`src/rtl/regfile_write_sched.sv`:
```
// Register-file write scheduler.
// Arbitrates two write requesters onto a single register-file write port.
// Ties are broken round-robin. The winning write is registered and presented
// to the register-file decoder one cycle later.
//
// Ports:
//   clk, reset               clock, asynchronous active-high reset
//   reqN_valid/addr/data     requester N write request (N = 0, 1)
//   reqN_ready               combinational accept; a transfer is valid & ready
//   hold                     blocks new grants while high
//   rf_ld/rf_addr/rf_data    registered write strobe, select and data
//   grant_id                 requester that produced the current rf_ld
//   reg_written              sticky per-register "written since reset" flags
//   wr_count                 8-bit wrapping count of committed writes
module regfile_write_sched #(
  parameter int unsigned DATA_W = 32,
  parameter int unsigned ADDR_W = 4
) (
  input  logic                     clk,
  input  logic                     reset,
  input  logic                     req0_valid,
  input  logic [ADDR_W-1:0]        req0_addr,
  input  logic [DATA_W-1:0]        req0_data,
  output logic                     req0_ready,
  input  logic                     req1_valid,
  input  logic [ADDR_W-1:0]        req1_addr,
  input  logic [DATA_W-1:0]        req1_data,
  output logic                     req1_ready,
  input  logic                     hold,
  output logic                     rf_ld,
  output logic [ADDR_W-1:0]        rf_addr,
  output logic [DATA_W-1:0]        rf_data,
  output logic                     grant_id,
  output logic [(2**ADDR_W)-1:0]   reg_written,
  output logic [7:0]               wr_count
);

  localparam int unsigned NREG = 2 ** ADDR_W;

  // Round-robin pointer: 0 means requester 0 wins a tie, 1 means requester 1.
  logic              ptr;
  logic              xfer;
  logic [ADDR_W-1:0] sel_addr;
  logic [DATA_W-1:0] sel_data;

  // Grant decision; ready is forced low during reset and while hold is high.
  always_comb begin
    req0_ready = 1'b0;
    req1_ready = 1'b0;
    if (!reset && !hold) begin
      if (req0_valid && (!req1_valid || !ptr)) begin
        req0_ready = 1'b1;
      end else if (req1_valid) begin
        req1_ready = 1'b1;
      end
    end
  end

  // Winning request payload; only meaningful when xfer is high.
  always_comb begin
    xfer     = req0_ready | req1_ready;
    sel_addr = req1_ready ? req1_addr : req0_addr;
    sel_data = req1_ready ? req1_data : req0_data;
  end

  // Registered write port, pointer, written flags and commit counter.
  always_ff @(posedge clk or posedge reset) begin
    if (reset) begin
      ptr         <= 1'b0;
      rf_ld       <= 1'b0;
      rf_addr     <= '0;
      rf_data     <= '0;
      grant_id    <= 1'b0;
      reg_written <= '0;
      wr_count    <= '0;
    end else begin
      rf_ld <= xfer;
      if (xfer) begin
        rf_addr     <= sel_addr;
        rf_data     <= sel_data;
        grant_id    <= req1_ready;
        // Pointer moves to whichever requester was not granted.
        ptr         <= ~req1_ready;
        wr_count    <= wr_count + 8'd1;
        reg_written <= reg_written | (NREG'(1) << sel_addr);
      end
    end
  end

endmodule

```
`config.mk`:
```
export PLATFORM = sky130hd
export DESIGN_NAME = regfile_write_sched
export DESIGN_NICKNAME = d
export VERILOG_FILES = /design/src/rtl/regfile_write_sched.sv
export SDC_FILE = /design/constraint.sdc
export NUM_CORES = 1
export LEC_CHECK = 0
export ABC_CLOCK_PERIOD_IN_PS = 2000
export CORE_ASPECT_RATIO = 1.25
export CORE_MARGIN = 4
export CORE_UTILIZATION = 36
export DETAILED_ROUTE_END_ITERATION = 6
export PLACE_DENSITY = 0.76
export SETUP_SLACK_MARGIN = 0.05
export SLEW_MARGIN = 20
export SYNTH_ARGS = -nofsm -noshare
export SYNTH_HDL_FRONTEND = slang
export SYNTH_SLANG_ARGS = --single-unit
```
`constraint.sdc`:
```
create_clock -name clk -period 2 [get_ports clk]
set_input_delay 0.4 -clock clk [delete_from_list [all_inputs] [get_ports clk]]
set_output_delay 0.4 -clock clk [all_outputs]
set_load 0.005 [all_outputs]
```
==> Flow_metrics.wiki <==
{| class="wikitable"
! Metric !! Value
|-
| Ratio of total power to cell area || 921 mW/mm²
|-
| Launching element type of the critical path || primary input
|-
| Capture point of the worst reg-to-reg path || reg_written[5]
|-
| Core ar. || 0.00779 mm²
|-
| Layout area overhead || 61.0%
|-
| Pre-CTS setup slack || -0.186 ns
|-
| DR DRC count || 0
|-
| RSZ-0062 raised after global routing || false
|-
| Number of max-slew violations in the final report || 0
|-
| Total number of yosys warnings || 0
|-
| Worst-skew pair later-pin latency || 0.33 ns
|-
| Clock tree from TritonCTS || done
|-
| Total nets after synthesis || 354
|-
| Path depth of the worst reg2reg path || 7
|-
| Most common cell after layout, fill and taps aside || clkdlybuf4s50_1
|-
| Largest net degree at the start of global routing || 38
|-
| Fill cell total of the finished layout || 700
|-
| CP Launch Point || reset
|-
| Highest-count cells in the layout ignoring fill and taps || clkdlybuf4s50_1 (135), dfrtp_1 (63), a21oi_1 (42), nand2_1 (28), nor2_1 (23)
|-
| Cells after DPL || 506
|-
| Starting density of the core || 0.367
|-
| Crit path time final || 1.90 ns
|-
| HPWL after detailed placement || 6.42 mm
|-
| Worst Max-Slew Pin Slew || 0.470 ns
|-
| Slack of the worst reg-to-reg path || 0.35 ns
|-
| Initial antenna violation count || 0
|-
| Arrival time of data at the critical path endpoint || 1.50 ns
|-
| Number of nets in the layout || 502
|-
| Number of cells produced by synthesis || 276
|-
| Layout cell share with drive strength beyond 1 || 0.0956
|-
| Clock Sinks || 63
|-
| Number of search-and-repair iterations in the first detailed-routing pass || 5
|-
| Crit. End Element || output port
|-
| Overflow after GRT || 0
|-
| Register bit total from synthesis || 63
|-
| Async SR Flop Fraction || 1.00
|-
| Post-route worst setup slack || 0.0967 ns
|-
| Clock transition at the registers of the reported paths || 0.07 ns
|-
| Run status || finished, final reports clean
|-
| Final worst path period share || 0.952
|-
| Rel. slew slack || 0.684
|-
| Total CTS buffers || 9
|-
| DRT iter0 DRCs || 250
|-
| Sequential share of the synthesized area || 0.551
|-
| Vias in the first global route || 2,759
|-
| Critical Setup Path Class || primary input to output port
|-
| Vertical die dimension || 108 µm
|-
| Data required time at the worst endpoint || 1.60 ns
|-
| Most used flip-flop cell after synthesis || dfrtp_1
|-
| Weighted congestion at the end of routability-driven global placement || 0.820
|-
| Sum Neg Setup Slack || 0 ns
|-
| Peak clock frequency supported by timing || 525 MHz
|-
| Instance area at placement || 0.00440 mm²
|-
| Drt total wl || 8.95 mm
|-
| # H-tree levels || 3
|-
| Via total after detailed routing || 2,775
|-
| Skew final || 0.0125 ns
|-
| Fin cells || 524
|-
| Maximum net fanout on the critical path || 2
|-
| Number of failing hold endpoints at the final stage || 0
|-
| Syn_area_per_cell || 10.4 µm²
|-
| Inserted Diodes || 0
|-
| Path type of the worst min-delay path || primary input to asynchronous set/reset pin
|-
| Overall global routing resource usage || 0.190
|-
| Distinct cells, synth || 30
|-
| Area of the mapped netlist || 0.00286 mm²
|-
| Critical register-to-register path startpoint || ptr
|-
| First-pass GRT wire length || 13.7 mm
|-
| Per-cell via count in the routed design || 5.30
|-
| Maximum vdd drop || 0.000439 V
|-
| Standby leakage power || 2.00 nW
|-
| Pwr Total || 4.24 mW
|-
| Area enclosed by the die boundary || 0.00944 mm²
|-
| Die W || 87.7 µm
|-
| Fin area || 0.00460 mm²
|-
| Setup-failing EPs final || 0
|-
| Number of flops mapped to enable cells by yosys || 0
|-
| Top Ports || 141
|-
| Maximum capacitance violations || 0
|-
| Number of nets with antenna violations after detailed routing || 0
|-
| Floorplan row count || 36
|-
| Library cell used as clock root buffer || clkbuf_8
|-
| Clk buf depth || 2
|-
| Count of buffers from port buffering || 140
|-
| WL per Instance || 17.1 µm
|}
## cell usage after synthesis (2+ instances only)
cell type / instances / area, µm²
a21oi_1: 42 / 210
inv_1: 18 / 67.6
xnor2_1: 7 / 61.3
inv_2: 2 / 7.51
buf_6: 4 / 45.0
nand2_1: 28 / 105
clkbuf_1: 6 / 22.5
nand2b_1: 5 / 31.3
buf_4: 7 / 52.6
nor4_1: 16 / 100
dfrtp_1: 63 / 1580
nand3_1: 2 / 10.0
a311o_1: 16 / 160
nor2b_1: 2 / 12.5
buf_2: 2 / 10.0
nand4_1: 3 / 18.8
nor3b_2: 2 / 25.0
a222oi_1: 16 / 160
or2_2: 2 / 12.5
nor2_1: 23 / 86.3
## cell type report
cell class | instances | area, µm² | area share
multi-input cells | 174 | 1080 | 0.234
flip-flops and latches | 63 | 1580 | 0.342
repair buffers | 156 | 1550 | 0.337
well taps | 95 | 119 | 0.0258
inverters | 20 | 78.8 | 0.0171
clock inverters | 5 | 57.6 | 0.0125
clock buffers | 11 | 141 | 0.0307
## what timing repair did
action / in CTS / in global routing
setup endpoints to repair: 2 / 1
pin swaps: 1 / 0
gates resized for setup: 5 / 0
hold buffers: 0 / 0
setup buffers: 1 / 1
## per-layer routing
| layer | up-vias | wire length (µm) | global-route usage |
|---|---|---|---|
| met5 | - | 0 | 0 |
| met1 | 1339 | 3660 | 0.232 |
| met2 | 114 | 4410 | 0.311 |
| met4 | 0 | 210 | 0.0877 |
| met3 | 18 | 673 | 0.0482 |
| li1 | 1304 | - | - |
## logic make-up (layout without fill, tap and decap cells)
family                     Yosys count  after routing  synth area share
AOI/OAI and AO/OA                   76             76             0.191
adders and majority gates            1              1           0.00437
xor gates and xnor gates             7              7            0.0214
and+or+nand+nor                     90             90             0.161
DFF                                 63             63             0.551
buffers and inverters               39            192            0.0717
## flip-flops by register name, indices dropped and copies added (netlist names)
name         cells
grant_id         1
ptr              1
reg_written     16
rf_addr          4
rf_data         32
rf_ld            1
wr_count         8
## worst max path at each step
stage                  to  slack [ns]
6_report       req0_ready         0.1
4_1_cts        req0_ready        0.08
2_1_floorplan  req1_ready        0.54
5_1_grt        req0_ready        0.04
3_3_place_gp   req0_ready       -0.18
3_5_place_dp   req0_ready       -0.19
## metrics by stage
stage,utilization,hold WS [ns]
after floorplan,-,0.463
after global placement,0.564,0.461
after detailed placement,0.564,0.465
after CTS,0.590,0.237
after global routing,0.591,0.252
final,0.591,0.242
## critical path, stage by stage
cell	delay (ns)
dlygate4sd2_1	0.29
nor2_4	0.12
nand3_1	0.12
inv_2	0.07
clkdlybuf4s50_1	0.50
## where the power goes
group          switching (mW)  internal (mW)
sequential              0.216           1.58
clock                   0.504          0.610
combinational           0.463          0.870
total                    1.18           3.06
Power figures use the tool's default switching activity.
